--- config.mk ---
export PLATFORM = sky130hd
export DESIGN_NAME = if_fetch_stage
export DESIGN_NICKNAME = d
export VERILOG_FILES = /design/src/rtl/if_fetch_pkg.sv /design/src/rtl/if_perf_counter.sv /design/src/rtl/if_fetch_stage.sv
export SDC_FILE = /design/constraint.sdc
export NUM_CORES = 1
export LEC_CHECK = 0
export CORE_MARGIN = 3
export CORE_UTILIZATION = 65
export CTS_CLUSTER_SIZE = 10
export DETAILED_ROUTE_END_ITERATION = 12
export DONT_BUFFER_PORTS = 1
export PLACE_DENSITY = 0.93
export SYNTH_ARGS = -nofsm -noshare
export SYNTH_HDL_FRONTEND = slang
export SYNTH_SLANG_ARGS = --single-unit
--- constraint.sdc ---
create_clock -name clk -period 4.4 [get_ports clk]
set_clock_uncertainty 0.1 [all_clocks]
set_input_delay 0.88 -clock clk [delete_from_list [all_inputs] [get_ports clk]]
set_output_delay 0.88 -clock clk [all_outputs]
set_load 0.005 [all_outputs]
--- src/rtl/if_fetch_pkg.sv ---
// Shared types and default sizes for the instruction-fetch stage.
package if_fetch_pkg;

  localparam int unsigned PC_W_DEF      = 8;
  localparam int unsigned INSTR_W_DEF   = 32;
  localparam int unsigned MEM_DEPTH_DEF = 64;

  localparam logic [31:0] NOP_INSTR = 32'h0000_0000;

  typedef enum logic [1:0] {
    IDLE,
    RUN,
    HALT
  } fetch_state_e;

endpackage

--- src/rtl/if_perf_counter.sv ---
// Saturating 16-bit event counter with enable and synchronous clear.
module if_perf_counter (
  input  logic        clk,
  input  logic        clear,
  input  logic        en,
  output logic [15:0] count
);

  logic [15:0] cnt_q;
  logic [15:0] cnt_d;

  always_comb begin
    cnt_d = cnt_q;
    if (en && (cnt_q != '1)) begin
      cnt_d = cnt_q + 16'd1;
    end
  end

  always_ff @(posedge clk) begin
    if (clear) begin
      cnt_q <= '0;
    end else begin
      cnt_q <= cnt_d;
    end
  end

  assign count = cnt_q;

endmodule

--- src/rtl/if_fetch_stage.sv ---
// Instruction-fetch stage: PC register, IF/ID pipeline register, stall/redirect/halt.
// Optional performance counters are built when IF_FETCH_PERF_CNT_EN is defined.
module if_fetch_stage
  import if_fetch_pkg::*;
#(
  parameter int unsigned PC_W      = PC_W_DEF,
  parameter int unsigned INSTR_W   = INSTR_W_DEF,
  parameter int unsigned MEM_DEPTH = MEM_DEPTH_DEF,
  parameter int unsigned RESET_PC  = 0
) (
  input  logic               clk,
  input  logic               reset,
  output logic [PC_W-1:0]    imem_pc,
  input  logic [INSTR_W-1:0] imem_instruction,
  input  logic               stall,
  input  logic               redirect_valid,
  input  logic [PC_W-1:0]    redirect_pc,
  input  logic               halt_req,
  output logic               ifid_valid,
  output logic [INSTR_W-1:0] ifid_instruction,
  output logic [PC_W-1:0]    ifid_pc,
  output logic [PC_W-1:0]    ifid_pc_plus1,
  output logic               halted
`ifdef IF_FETCH_PERF_CNT_EN
  ,
  output logic [15:0]        perf_fetch_cnt,
  output logic [15:0]        perf_stall_cnt
`endif
);

  localparam logic [PC_W:0]      DEPTH_X = (PC_W + 1)'(MEM_DEPTH);
  localparam logic [PC_W-1:0]    LAST_PC = PC_W'(MEM_DEPTH - 1);
  localparam logic [PC_W-1:0]    RST_PC  = PC_W'(RESET_PC);
  localparam logic [INSTR_W-1:0] NOP     = INSTR_W'(NOP_INSTR);

  fetch_state_e       state_q, state_d;
  logic [PC_W-1:0]    pc_q, pc_d;
  logic               ifid_valid_q, ifid_valid_d;
  logic [INSTR_W-1:0] ifid_instr_q, ifid_instr_d;
  logic [PC_W-1:0]    ifid_pc_q, ifid_pc_d;
  logic [PC_W-1:0]    ifid_pc_plus1_q, ifid_pc_plus1_d;
  logic               halted_q, halted_d;
  logic               redirect_in_range;

  assign redirect_in_range = ({1'b0, redirect_pc} < DEPTH_X);

  always_comb begin
    state_d         = state_q;
    pc_d            = pc_q;
    ifid_valid_d    = ifid_valid_q;
    ifid_instr_d    = ifid_instr_q;
    ifid_pc_d       = ifid_pc_q;
    ifid_pc_plus1_d = ifid_pc_plus1_q;

    if (redirect_valid) begin
      ifid_valid_d = 1'b0;
      ifid_instr_d = NOP;
      if (redirect_in_range) begin
        pc_d    = redirect_pc;
        state_d = RUN;
      end else begin
        state_d = HALT;
      end
    end else if (state_q == HALT) begin
      ifid_valid_d = 1'b0;
      ifid_instr_d = NOP;
    end else if (halt_req) begin
      ifid_valid_d = 1'b0;
      ifid_instr_d = NOP;
      state_d      = HALT;
    end else if (state_q == IDLE) begin
      state_d = RUN;
    end else if (!stall) begin
      ifid_valid_d    = 1'b1;
      ifid_instr_d    = imem_instruction;
      ifid_pc_d       = pc_q;
      ifid_pc_plus1_d = pc_q + PC_W'(1);
      // The last word is fetched once; the PC parks there instead of wrapping.
      if (pc_q == LAST_PC) begin
        state_d = HALT;
      end else begin
        pc_d = pc_q + PC_W'(1);
      end
    end

    halted_d = (state_d == HALT);
  end

  always_ff @(posedge clk) begin
    if (reset) begin
      state_q         <= IDLE;
      pc_q            <= RST_PC;
      ifid_valid_q    <= 1'b0;
      ifid_instr_q    <= NOP;
      ifid_pc_q       <= '0;
      ifid_pc_plus1_q <= '0;
      halted_q        <= 1'b0;
    end else begin
      state_q         <= state_d;
      pc_q            <= pc_d;
      ifid_valid_q    <= ifid_valid_d;
      ifid_instr_q    <= ifid_instr_d;
      ifid_pc_q       <= ifid_pc_d;
      ifid_pc_plus1_q <= ifid_pc_plus1_d;
      halted_q        <= halted_d;
    end
  end

  assign imem_pc          = pc_q;
  assign ifid_valid       = ifid_valid_q;
  assign ifid_instruction = ifid_instr_q;
  assign ifid_pc          = ifid_pc_q;
  assign ifid_pc_plus1    = ifid_pc_plus1_q;
  assign halted           = halted_q;

`ifdef IF_FETCH_PERF_CNT_EN
  logic fetch_en;
  logic stall_en;

  // Same qualification as the advance/stall branches above, minus reset (clear wins).
  assign stall_en = (state_q == RUN) && !redirect_valid && !halt_req && stall;
  assign fetch_en = (state_q == RUN) && !redirect_valid && !halt_req && !stall;

  if_perf_counter u_fetch_cnt (
    .clk   (clk),
    .clear (reset),
    .en    (fetch_en),
    .count (perf_fetch_cnt)
  );

  if_perf_counter u_stall_cnt (
    .clk   (clk),
    .clear (reset),
    .en    (stall_en),
    .count (perf_stall_cnt)
  );
`else
`endif

endmodule

[After elaboration in Yosys (flattened, before gate mapping)]
Cells that the tools add are included.
Storage, ports and cells
  flip-flop bits (word level): 60
  bits of input ports: 45
Operators by class
  $add $sub $neg: 1
  order comparisons: 1
  eq/ne operators: 9
  muxes and demuxes: 14
  bitwise logic cells: 5
  reductions and logical operators: 5
Operator list (count)
  two-way mux 8 bit: 7
  two-way mux 2 bit: 7
  adder 8 x 1 -> 8 bit (second input constant): 1
  equality test 8 x 6 -> 1 bit (second input constant): 1
  less-than comparator 8 x 7 -> 1 bit (second input constant): 1
  != test 2 bit (second input constant): 4
  AND reduction 6 bit: 1
  NOT 1 bit: 5
  AND reduction 5 bit: 1
  equality test 2 bit (second input constant): 2
  != test 2 x 1 -> 1 bit (second input constant): 2
  OR reduction 4 bit: 1
  zero test 2 bit: 1
  AND reduction 2 bit: 1

[Depth between registers and ports, before layout]
Gate-level depths: netlist (run 1).
  depth after elaboration: 8
  mapped depth: 6
  mapped depth without buffers: 5

[Worst setup path before layout (run 1)]
No wires, ideal clock.
  path type: input -> register
  from: input halt_req
  to: register ifid_pc_plus1_q[0], in the netlist ifid_pc_plus1[0]
  setup time: 0.128 ns
  arrival time: 1.861 ns
  data required time: 4.172 ns
  slack: 2.311 ns
  stages on the path: 5
  path through: or4b_1 -> clkbuf_1 -> buf_2 -> a21oi_1 -> nor2_1
Between the ends
  word-level cells in the longest chain between the ends: 2
RTL lines
  from (decl): RTL line if_fetch_stage.sv:18  | input logic halt_req,
  NOT 1 bit (no line)
  AND reduction 5 bit (no line)
  to (signal assigned): RTL line if_fetch_stage.sv:104  | ifid_pc_plus1_q <= ifid_pc_plus1_d;
  to (decl): RTL line if_fetch_stage.sv:41  | logic [PC_W-1:0] ifid_pc_plus1_q, ifid_pc_plus1_d;
Every way passes these cells.
A chain may end at the register's enable or synchronous reset.

[Worst setup path in the final report (run 1)]
  from: input halt_req
  to: register pc_q[0], in the netlist imem_pc[0]
Between the ends
  word-level cells in the longest chain between the ends: 2
RTL lines
  != test 2 bit (no line)
  AND reduction 6 bit (no line)
  to (signal assigned): RTL line if_fetch_stage.sv:100  | pc_q <= pc_d;
  to (decl): RTL line if_fetch_stage.sv:37  | logic [PC_W-1:0] pc_q, pc_d;
Every way passes these cells.

==> results of run 1 <==
-- power by group through the flow --
stage | Sequential, W | Combinational [W] | Clock (W)
5_1_grt | 0.000561 | 0.0000512 | 0.000463
3_5_place_dp | 0.000572 | 0.0000460 | 0
6_report | 0.000560 | 0.0000460 | 0.000428
2_1_floorplan | 0.000569 | 0.0000461 | 0
4_1_cts | 0.000560 | 0.0000463 | 0.000434
3_3_place_gp | 0.000572 | 0.0000440 | 0
-- layer usage --
metal,track usage,vias up,share of wire
li1,-,990,-
met1,0.275,918,0.37
met2,0.421,101,0.49
met3,0.132,12,0.12
met4,0.129,0,0.020
met5,0,-,0
-- metrics by stage --
stage / utilization / power (W) / area [µm²]
2_1_floorplan: - / 0.000615 / 2420
3_3_place_gp: 0.687 / 0.000616 / 2380
3_5_place_dp: 0.687 / 0.000618 / 2380
4_1_cts: 0.736 / 0.00104 / 2550
5_1_grt: 0.736 / 0.00107 / 2550
6_report: 0.736 / 0.00103 / 2550
-- layout make-up --
| type | count | share of cell area |
|---|---|---|
| Multi-Input combinational cell | 215 | 0.437 |
| Sequential cell | 60 | 0.471 |
| Clock inverter | 4 | 0.00981 |
| Clock buffer | 12 | 0.0569 |
| Inverter | 2 | 0.00294 |
| Tap cell | 46 | 0.0226 |
-- worst max path at each step --
stage                     cells after the start          endpoint
final                                         4        imem_pc[0]
after global routing                          4        imem_pc[0]
after CTS                                     4        imem_pc[0]
after detailed placement                      4        imem_pc[0]
after global placement                        4        imem_pc[0]
after floorplan                               5  ifid_pc_plus1[0]
-- kinds of logic (layout without fill, tap and decap cells) --
| kind of cell | count (synthesis) | count (layout) | share of synthesized area |
|---|---|---|---|
| compound gates | 67 | 67 | 0.163 |
| flops | 60 | 60 | 0.497 |
| fa+ha+maj | 1 | 1 | 0.00518 |
| xor+xnor | 6 | 6 | 0.0217 |
| buf+inv | 26 | 18 | 0.0430 |
| simple gates | 140 | 140 | 0.267 |
| mux | 1 | 1 | 0.00414 |
-- worst register-to-register path: stages, from the launching register on --
cell and delay [ns]:
dfxtp_1 0.39, nor4b_4 0.82, o41ai_2 0.35, or3_1 0.39
a31oi_1 0.15
-- cell usage in the layout, fill, tap and decap left out, drive strengths merged, types with 3 or more instances in the layout --
cell type  instances
nand2             86
dfxtp             60
a21oi             50
nor2              18
clkbuf            12
nand3              7
nor3               6
xnor2              5
nand2b             4
a211oi             4
or2                3
o41ai              3
-- registers in the layout (all words and copies together), names as in the netlist --
signal and flops:
halted 1, ifid_instruction 32, ifid_pc 8, ifid_pc_plus1 8, ifid_valid 1, imem_pc 8, state_q 2
==> results.py, run 1 <==
metrics = {
    "worst_setup_path": {
        "cp_data_arrival_time_ns": 2.62,
        "cp_max_fo": 22,
        "critPathLaunch": "halt_req",
        "startpoint_type": "input pin",
        "slowest_stage": "nor4b_4",
        "end_kind": "flip-flop",
        "regToRegStartpoint": "state_q[0]",
        "rrSetupSlack_ns": 2.13,
        "r2r_end": "imem_pc[0]",
        "cp_top_family": "simple AND/OR/NAND/NOR gates",
        "cp_cell_sequence": "nor4b_4, o41ai_2, or3_1, a31oi_1",
        "required_time_reported_for_the_critical_path_endpoint_ns": 4.57,
        "max_stage_delay_ns": 0.85,
        "ff2ff_path_depth": 4,
        "worstSetupPathType": "in2reg",
        "path_buf_inv": 0,
    },
    "status": {
        "status": "completed",
    },
    "placement": {
        "hpwl_um": 3790,
        "gp_routability_congestion": 0.797,
        "post_placement_setup_slack_ns": 1.64,
        "placedCellCount": 323,
        "place.port_buffers": 0,
    },
    "drt": {
        "detailedRoute.firstIterationViolations": 197,
        "ant_nets": 0,
        "detail_route.vias_per_cell": 5.96,
        "num_vias": 2021,
        "drt_wl_total_um": 5510,
        "drcViolationCount": 0,
        "drt-pass1-iter-count": 6,
        "routedWlPerCell_um": 16.3,
    },
    "grt": {
        "overflow": 0,
        "antenna_violations_before_repair": 0,
        "grt_use_total": 0.259,
        "grt_first_pass_wirelength_um": 8610,
        "grt_start_max_net_pins": 34,
        "grt_pass1_vias": 1919,
    },
    "cts": {
        "number_of_gates_resized_after_cts": 0,
        "post_cts_buffers": 0,
        "htreeDepth": 3,
        "insertion_delay_ns": 0.33,
        "holdBufCountCts": 0,
        "clock-sinks": 60,
        "clock_tree.root_cell": "clkbuf_8",
        "cts_tree": "yes",
        "cts_buffer_depth": 2,
        "path_clk_slew_ns": 0.07,
        "cts_buffers": 9,
    },
    "power": {
        "vdd.ir_drop.worst_mv": 0.199,
        "power.share.clock": 0.414,
        "p_leak_nw": 0.796,
        "power.share.combinational": 0.045,
        "power_switching_w": 0.000250,
        "netSwitchingFraction": 0.241,
        "p_seq_frac": 0.541,
        "cell_internal_pwr_w": 0.000785,
        "total_power_divided_by_cell_area_nw_per_um2": 405,
    },
    "sta": {
        "worst-slew-pin-transition_ns": 1.18,
        "report.final.setup_viol": 0,
        "clock.fmax_ghz": 0.407,
        "totalNegativeSetupSlack_ns": 0,
        "ratio_of_final_minimum_period_to_clock_period": 0.558,
        "period_minus_slack_ns": 2.45,
        "fin_worst_hold_slack_ns": 0.369,
        "final_max_slew_viol_count": 0,
        "hold_viol_final": 0,
        "relSlewSlack": 0.213,
        "setup_slack_of_the_critical_path_after_layout_ns": 1.95,
        "unrepaired_setup_endpoints_after_global_routing": "false",
    },
    "synthesis": {
        "netlist-cell-type-count": 42,
        "yosysWarnings": 0,
        "syn_area_um2": 2420,
        "synth-main-ff-cell": "dfxtp_1",
        "avg_synthesized_cell_area_um2": 8.03,
        "synthCells": 301,
        "synth_nets": 347,
        "post_synth_most_frequent_cells": "86 x nand2_1, 60 x dfxtp_1, 50 x a21oi_1",
        "synth.top_cell.area_share": 0.497,
        "synth_seq_cells": 60,
        "synth_enable_flop_cells": 0,
        "synth_top_cells_by_area": "dfxtp_1 50%, nand2_1 13%, a21oi_1 10%",
        "ffs_w_async_s_r_synth": 0,
        "synth.largest_area_cell": "dfxtp_1",
        "synth.most_common_cell": "nand2_1",
        "share_of_synthesized_area_occupied_by_flip_flops_and_latches": 0.497,
    },
    "worst_hold_path": {
        "min_path_cells": 2,
        "hold_path.startpoint": "ifid_pc[4]",
        "hold_path_class": "reg2reg",
        "worst_hold_endpoint": "ifid_pc[4]",
    },
    "cells_and_area": {
        "final.fill_count": 269,
        "final_cell_count_no_fill": 339,
        "antenna_cells": 0,
        "regArea_um2": 1200,
        "drive_above_1_share": 0.0751,
        "layout-area-overhead-vs-synth_pct": 5.54,
        "area_of_combinational_cells_with_multiple_inputs_um2": 1110,
        "fin_nets": 334,
    },
    "floorplanning": {
        "row_count": 21,
        "design.portCount": 103,
        "initial_core_util": 0.697,
        "horiz_die_dim_um": 67.0,
        "floorplan.die_area_um2": 4490,
        "core_area_um2": 3470,
        "die_h_um": 67.0,
    },
    "job": {
        "max_cap_viol_count": 0,
    },
}
Power figures use the tool's default switching activity.
==> inputs of run 2 (changes only) <==
CORE_UTILIZATION = 61   (was 65)
PLACE_DENSITY = 0.89   (was 0.93)
clock period = 2.3 ns   (was 4.4 ns; I/O delays follow)
==> results.py, run 2 (same netlist as run 1, synthesis figures left out) <==
metrics = {
    "status": {
        "status": "completed",
    },
    "grt": {
        "grt_most_used_layer": "met2",
        "groute.layer.met3.usage": 0.0989,
        "grt_pass1_vias": 1720,
        "grt_first_pass_wirelength_um": 8000,
        "antenna_violations_before_repair": 0,
        "grt_start_max_net_pins": 34,
        "grt.met1_usage": 0.298,
        "overflow": 0,
        "grt_use_total": 0.230,
        "grtUsageMet2": 0.325,
    },
    "sta": {
        "final_max_slew_viol_count": 0,
        "clock.fmax_ghz": 0.519,
        "period_minus_slack_ns": 1.93,
        "hold_viol_final": 0,
        "relSlewSlack": 0.601,
        "worst-slew-pin-transition_ns": 0.598,
        "totalNegativeSetupSlack_ns": 0,
        "ratio_of_final_minimum_period_to_clock_period": 0.838,
        "unrepaired_setup_endpoints_after_global_routing": "false",
        "report.final.setup_viol": 0,
    },
    "cts": {
        "number_of_gates_resized_after_cts": 0,
        "post_cts_buffers": 0,
        "insertion_delay_ns": 0.32,
        "htreeDepth": 3,
        "cts_buffer_depth": 2,
        "cts_tree": "yes",
        "path_clk_slew_ns": 0.07,
        "clock-sinks": 60,
        "holdBufCountCts": 0,
        "cts_buffers": 9,
        "clock_tree.root_cell": "clkbuf_8",
    },
    "job": {
        "max_cap_viol_count": 0,
    },
    "power": {
        "total_power_divided_by_cell_area_nw_per_um2": 824,
        "netSwitchingFraction": 0.221,
        "p_seq_frac": 0.491,
        "power.share.combinational": 0.043,
        "vdd.ir_drop.worst_mv": 0.565,
        "power.share.clock": 0.466,
        "p_leak_nw": 0.848,
        "cell_internal_pwr_w": 0.00170,
        "power_switching_w": 0.000482,
    },
    "cells_and_area": {
        "utilization": 0.707,
        "regArea_um2": 1200,
        "drive_above_1_share": 0.0970,
        "final.fill_count": 317,
        "fin_nets": 340,
        "final_common_cell": "nand2_1",
        "area_of_combinational_cells_with_multiple_inputs_um2": 1110,
        "antenna_cells": 0,
        "final_area_um2": 2650,
        "mostFrequentLayoutCells": "86 x nand2_1, 60 x dfxtp_1, 50 x a21oi_1",
        "layout-area-overhead-vs-synth_pct": 9.42,
        "largest_register_ffs": 32,
    },
    "floorplanning": {
        "floorplan.die_area_um2": 4750,
        "core_area_um2": 3740,
        "design.portCount": 103,
        "die_h_um": 69.0,
        "row_count": 22,
        "initial_core_util": 0.646,
        "horiz_die_dim_um": 69.0,
    },
    "placement": {
        "place.port_buffers": 0,
        "gp_routability_congestion": 0.895,
        "placed_cell_area_um2": 2430,
        "hpwl_um": 3890,
    },
    "worst_setup_path": {
        "worstSetupPathType": "reg2reg",
        "cp_max_fo": 8,
        "cp_data_arrival_time_ns": 2.04,
        "path_buf_inv": 0,
        "cp_cell_sequence": "ha_1, nand2_1, o41a_2, nor2_1, o32ai_1",
        "end_kind": "flip-flop",
        "cp_top_family": "compound AO/OA/AOI/OAI gates",
        "startpoint_type": "flip-flop",
        "required_time_reported_for_the_critical_path_endpoint_ns": 2.41,
        "slowest_stage": "dfxtp_1",
        "max_stage_delay_ns": 0.46,
    },
    "drt": {
        "detail_route.vias_per_cell": 5.78,
        "num_vias": 2005,
        "routedWlPerCell_um": 16.0,
        "drt-pass1-iter-count": 4,
        "detailedRoute.firstIterationViolations": 112,
        "drcViolationCount": 0,
        "ant_nets": 0,
        "drt_wl_total_um": 5540,
    },
    "worst_hold_path": {
        "hold_path_class": "in2reg",
    },
}
==> run 2: cell count changes in the layout (fill, tap and decap cells not counted) <==
cell | previous run | this run
clkinv_4 | 0 | 1
clkbuf_1 | 2 | 1
buf_4 | 0 | 6
bufinv_16 | 0 | 2
clkbuf_8 | 10 | 9
clkinv_2 | 2 | 1
==> run 2: metal layers <==
layer	up-vias	wire, µm	part of all wire
li1	1004	-	-
met1	896	2240	0.40
met2	94	2570	0.46
met3	11	639	0.12
met4	0	89	0.016
met5	-	0	0
==> run 2: layout make-up <==
cell class	count	area share
Tap cell	48	0.0227
Clock buffer	10	0.0482
Timing Repair Buffer	6	0.0170
Sequential cell	60	0.454
Clock inverter	6	0.0336
Multi-Input combinational cell	215	0.421
Inverter	2	0.00284
==> run 2: through the flow <==
stage,total power [W],hold slack [ns],setup slack [ns],instances
2_1_floorplan,0.00118,0.353,0.591,301
6_report,0.00218,0.0987,0.373,347
3_3_place_gp,0.00118,0.360,0.459,331
4_1_cts,0.00220,0.0827,0.375,347
5_1_grt,0.00225,0.0795,0.230,347
3_5_place_dp,0.00119,0.364,0.373,331
==> run 2: worst register-to-register path: stages, from the launching register on <==
cell,delay (ns)
dfxtp_1,0.46
ha_1,0.30
nand2_1,0.14
o41a_2,0.45
nor2_1,0.23
o32ai_1,0.12
==> run 2: power groups by stage <==
stage | combinational, W | clock (W) | sequential [W]
2_1_floorplan | 0.0000883 | 0 | 0.00109
3_3_place_gp | 0.0000914 | 0 | 0.00109
3_5_place_dp | 0.0000934 | 0 | 0.00109
4_1_cts | 0.0000943 | 0.00104 | 0.00107
5_1_grt | 0.000107 | 0.00107 | 0.00107
6_report | 0.0000943 | 0.00102 | 0.00107
==> run 2: path summary, 6_finish.rpt <==
check,from,endpoint,slack [ns],cells past startpoint
setup reg to reg,imem_pc[0],imem_pc[3],0.37,5
hold reg to reg,ifid_pc[5],ifid_pc[5],0.37,2
setup / recovery,imem_pc[0],imem_pc[3],0.37,5
hold / removal,reset,imem_pc[4],0.1,1
==> inputs of run 3 (changes only) <==
CORE_UTILIZATION = 55   (was 61)
PLACE_DENSITY = 0.85   (was 0.89)
clock period = 1.6 ns   (was 2.3 ns; I/O delays follow)
==> results.py, run 3 (same netlist as run 1, synthesis figures left out) <==
metrics = {
    "status": {
        "status": "finished with violations",
        "violations": "setup timing",
    },
    "floorplanning": {
        "core_area_um2": 4120,
        "die_h_um": 72.3,
        "design.portCount": 103,
        "floorplan.die_area_um2": 5230,
        "horiz_die_dim_um": 72.3,
        "row_count": 23,
        "initial_core_util": 0.587,
    },
    "power": {
        "cell_internal_pwr_w": 0.00236,
        "power.share.combinational": 0.067,
        "power_switching_w": 0.000741,
        "power.share.clock": 0.438,
        "netSwitchingFraction": 0.239,
        "total_power_divided_by_cell_area_nw_per_um2": 1050,
        "p_leak_nw": 1.00,
        "vdd.ir_drop.worst_mv": 0.767,
        "p_seq_frac": 0.495,
    },
    "cts": {
        "htreeDepth": 3,
        "clock-sinks": 60,
        "cts_buffers": 9,
        "cts_buffer_depth": 2,
        "cts_tree": "yes",
        "insertion_delay_ns": 0.34,
        "path_clk_slew_ns": 0.07,
        "clock_tree.root_cell": "clkbuf_8",
    },
    "grt": {
        "antenna_violations_before_repair": 0,
        "grt_pass1_vias": 2010,
        "grt_use_total": 0.230,
        "grt_first_pass_wirelength_um": 9210,
        "overflow": 0,
        "grt_start_max_net_pins": 34,
    },
    "sta": {
        "report.final.setup_viol": 8,
        "totalNegativeSetupSlack_ns": -0.581,
        "relSlewSlack": 0.554,
        "period_minus_slack_ns": 1.79,
        "setup_slack_of_the_critical_path_after_layout_ns": -0.191,
        "clock.fmax_ghz": 0.558,
        "hold_viol_final": 0,
        "final_max_slew_viol_count": 0,
        "worst-slew-pin-transition_ns": 0.668,
        "unrepaired_setup_endpoints_after_global_routing": "true",
        "ratio_of_final_minimum_period_to_clock_period": 1.12,
    },
    "cells_and_area": {
        "fin_nets": 361,
        "final_cell_count_no_fill": 370,
        "mostFrequentLayoutCells": "85 x nand2_1, 54 x dfxtp_1, 49 x a21oi_1",
        "layout-area-overhead-vs-synth_pct": 22.7,
        "largest_register_ffs": 32,
        "final.fill_count": 274,
        "utilization": 0.721,
        "final_common_cell": "nand2_1",
        "area_of_combinational_cells_with_multiple_inputs_um2": 1230,
        "drive_above_1_share": 0.203,
        "antenna_cells": 0,
        "regArea_um2": 1210,
    },
    "worst_hold_path": {
        "hold_path.startpoint": "imem_instruction[15]",
        "worst_hold_endpoint": "ifid_instruction[15]",
        "min_path_cells": 2,
        "hold_path_class": "in2reg",
    },
    "worst_setup_path": {
        "cp_max_fo": 6,
        "required_time_reported_for_the_critical_path_endpoint_ns": 1.74,
        "worstSetupPathType": "reg2reg",
        "regToRegStartpoint": "state_q[0]",
        "rrSetupSlack_ns": -0.19,
        "cp_data_arrival_time_ns": 1.93,
        "startpoint_type": "flip-flop",
        "end_kind": "flip-flop",
        "ff2ff_path_depth": 5,
        "r2r_end": "imem_pc[0]",
    },
    "drt": {
        "drt_wl_total_um": 6740,
        "routedWlPerCell_um": 18.2,
        "num_vias": 2257,
        "detail_route.vias_per_cell": 6.10,
        "ant_nets": 0,
        "drcViolationCount": 0,
        "drt-pass1-iter-count": 5,
        "detailedRoute.firstIterationViolations": 190,
    },
    "placement": {
        "hpwl_um": 4030,
        "gp_routability_congestion": 0.825,
        "placedCellCount": 346,
        "place.port_buffers": 0,
    },
    "job": {
        "max_cap_viol_count": 0,
    },
}
## run 3: cell count changes in the layout (fill, tap and decap cells not counted), moves of 3 or more
cell,before,now
dfxtp_2,0,6
buf_4,6,20
buf_12,0,3
dfxtp_1,60,54
dlygate4sd3_1,0,3
## run 3: cell type report
cell class / instances / share of cell area
multi-input combinational: 215 / 0.416
sequential: 60 / 0.408
timing repair buffer: 27 / 0.0848
clock buffer: 10 / 0.0464
clock inverter: 6 / 0.0215
tap: 50 / 0.0211
inverter: 2 / 0.00253
## run 3: per-layer routing
metal | wire length [µm] | track usage | share of wire
met1 | 2360 | 0.251 | 0.35
met2 | 3190 | 0.359 | 0.47
met3 | 857 | 0.123 | 0.13
met4 | 335 | 0.121 | 0.050
met5 | 0 | 0 | 0
## run 3: power by group through the flow
stage / Sequential [W] / Clock (W) / Combinational (W)
finish: 0.00153 / 0.00136 / 0.000209
global route: 0.00153 / 0.00145 / 0.000227
CTS: 0.00153 / 0.00137 / 0.000168
detailed placement: 0.00156 / 0 / 0.000164
global placement: 0.00156 / 0 / 0.000159
floorplan: 0.00156 / 0 / 0.000128
## run 3: how the worst max path moves through the flow
| stage | from | endpoint | slack [ns] | cells past startpoint |
|---|---|---|---|---|
| after global placement | state_q[1] | ifid_instruction[27] | -0.07 | 4 |
| final | state_q[0] | imem_pc[0] | -0.19 | 5 |
| after detailed placement | state_q[1] | ifid_instruction[30] | -0.13 | 4 |
| after global routing | state_q[0] | imem_pc[0] | -0.22 | 5 |
| after floorplan | imem_pc[0] | imem_pc[4] | 0.01 | 5 |
| after CTS | state_q[0] | imem_pc[0] | -0.06 | 5 |
## run 3: critical path, stage by stage, from the launching register on
cell and delay, ns:
dfxtp_2 0.34, buf_6 0.10, nor4b_4 0.31, o41ai_4 0.20
or3_4 0.40, a31oi_1 0.25
## run 3: timing repair
item	in CTS	in global routing
gates resized for setup	2	20
setup endpoints to repair	39	12
pin swaps	0	10
endpoints found under the hold margin	27	29
buffers inserted	0	5
## run 3: stage by stage
stage / power (W) / instance area [µm²] / hold slack (ns) / worst slack, ns
2_1_floorplan: 0.00169 / 2420 / 0.353 / 0.0141
3_3_place_gp: 0.00172 / 2560 / 0.290 / -0.0680
3_5_place_dp: 0.00173 / 2560 / 0.289 / -0.132
4_1_cts: 0.00306 / 2770 / -0.0596 / -0.0557
5_1_grt: 0.00321 / 2970 / -0.000372 / -0.223
6_report: 0.00310 / 2970 / 0.0110 / -0.191
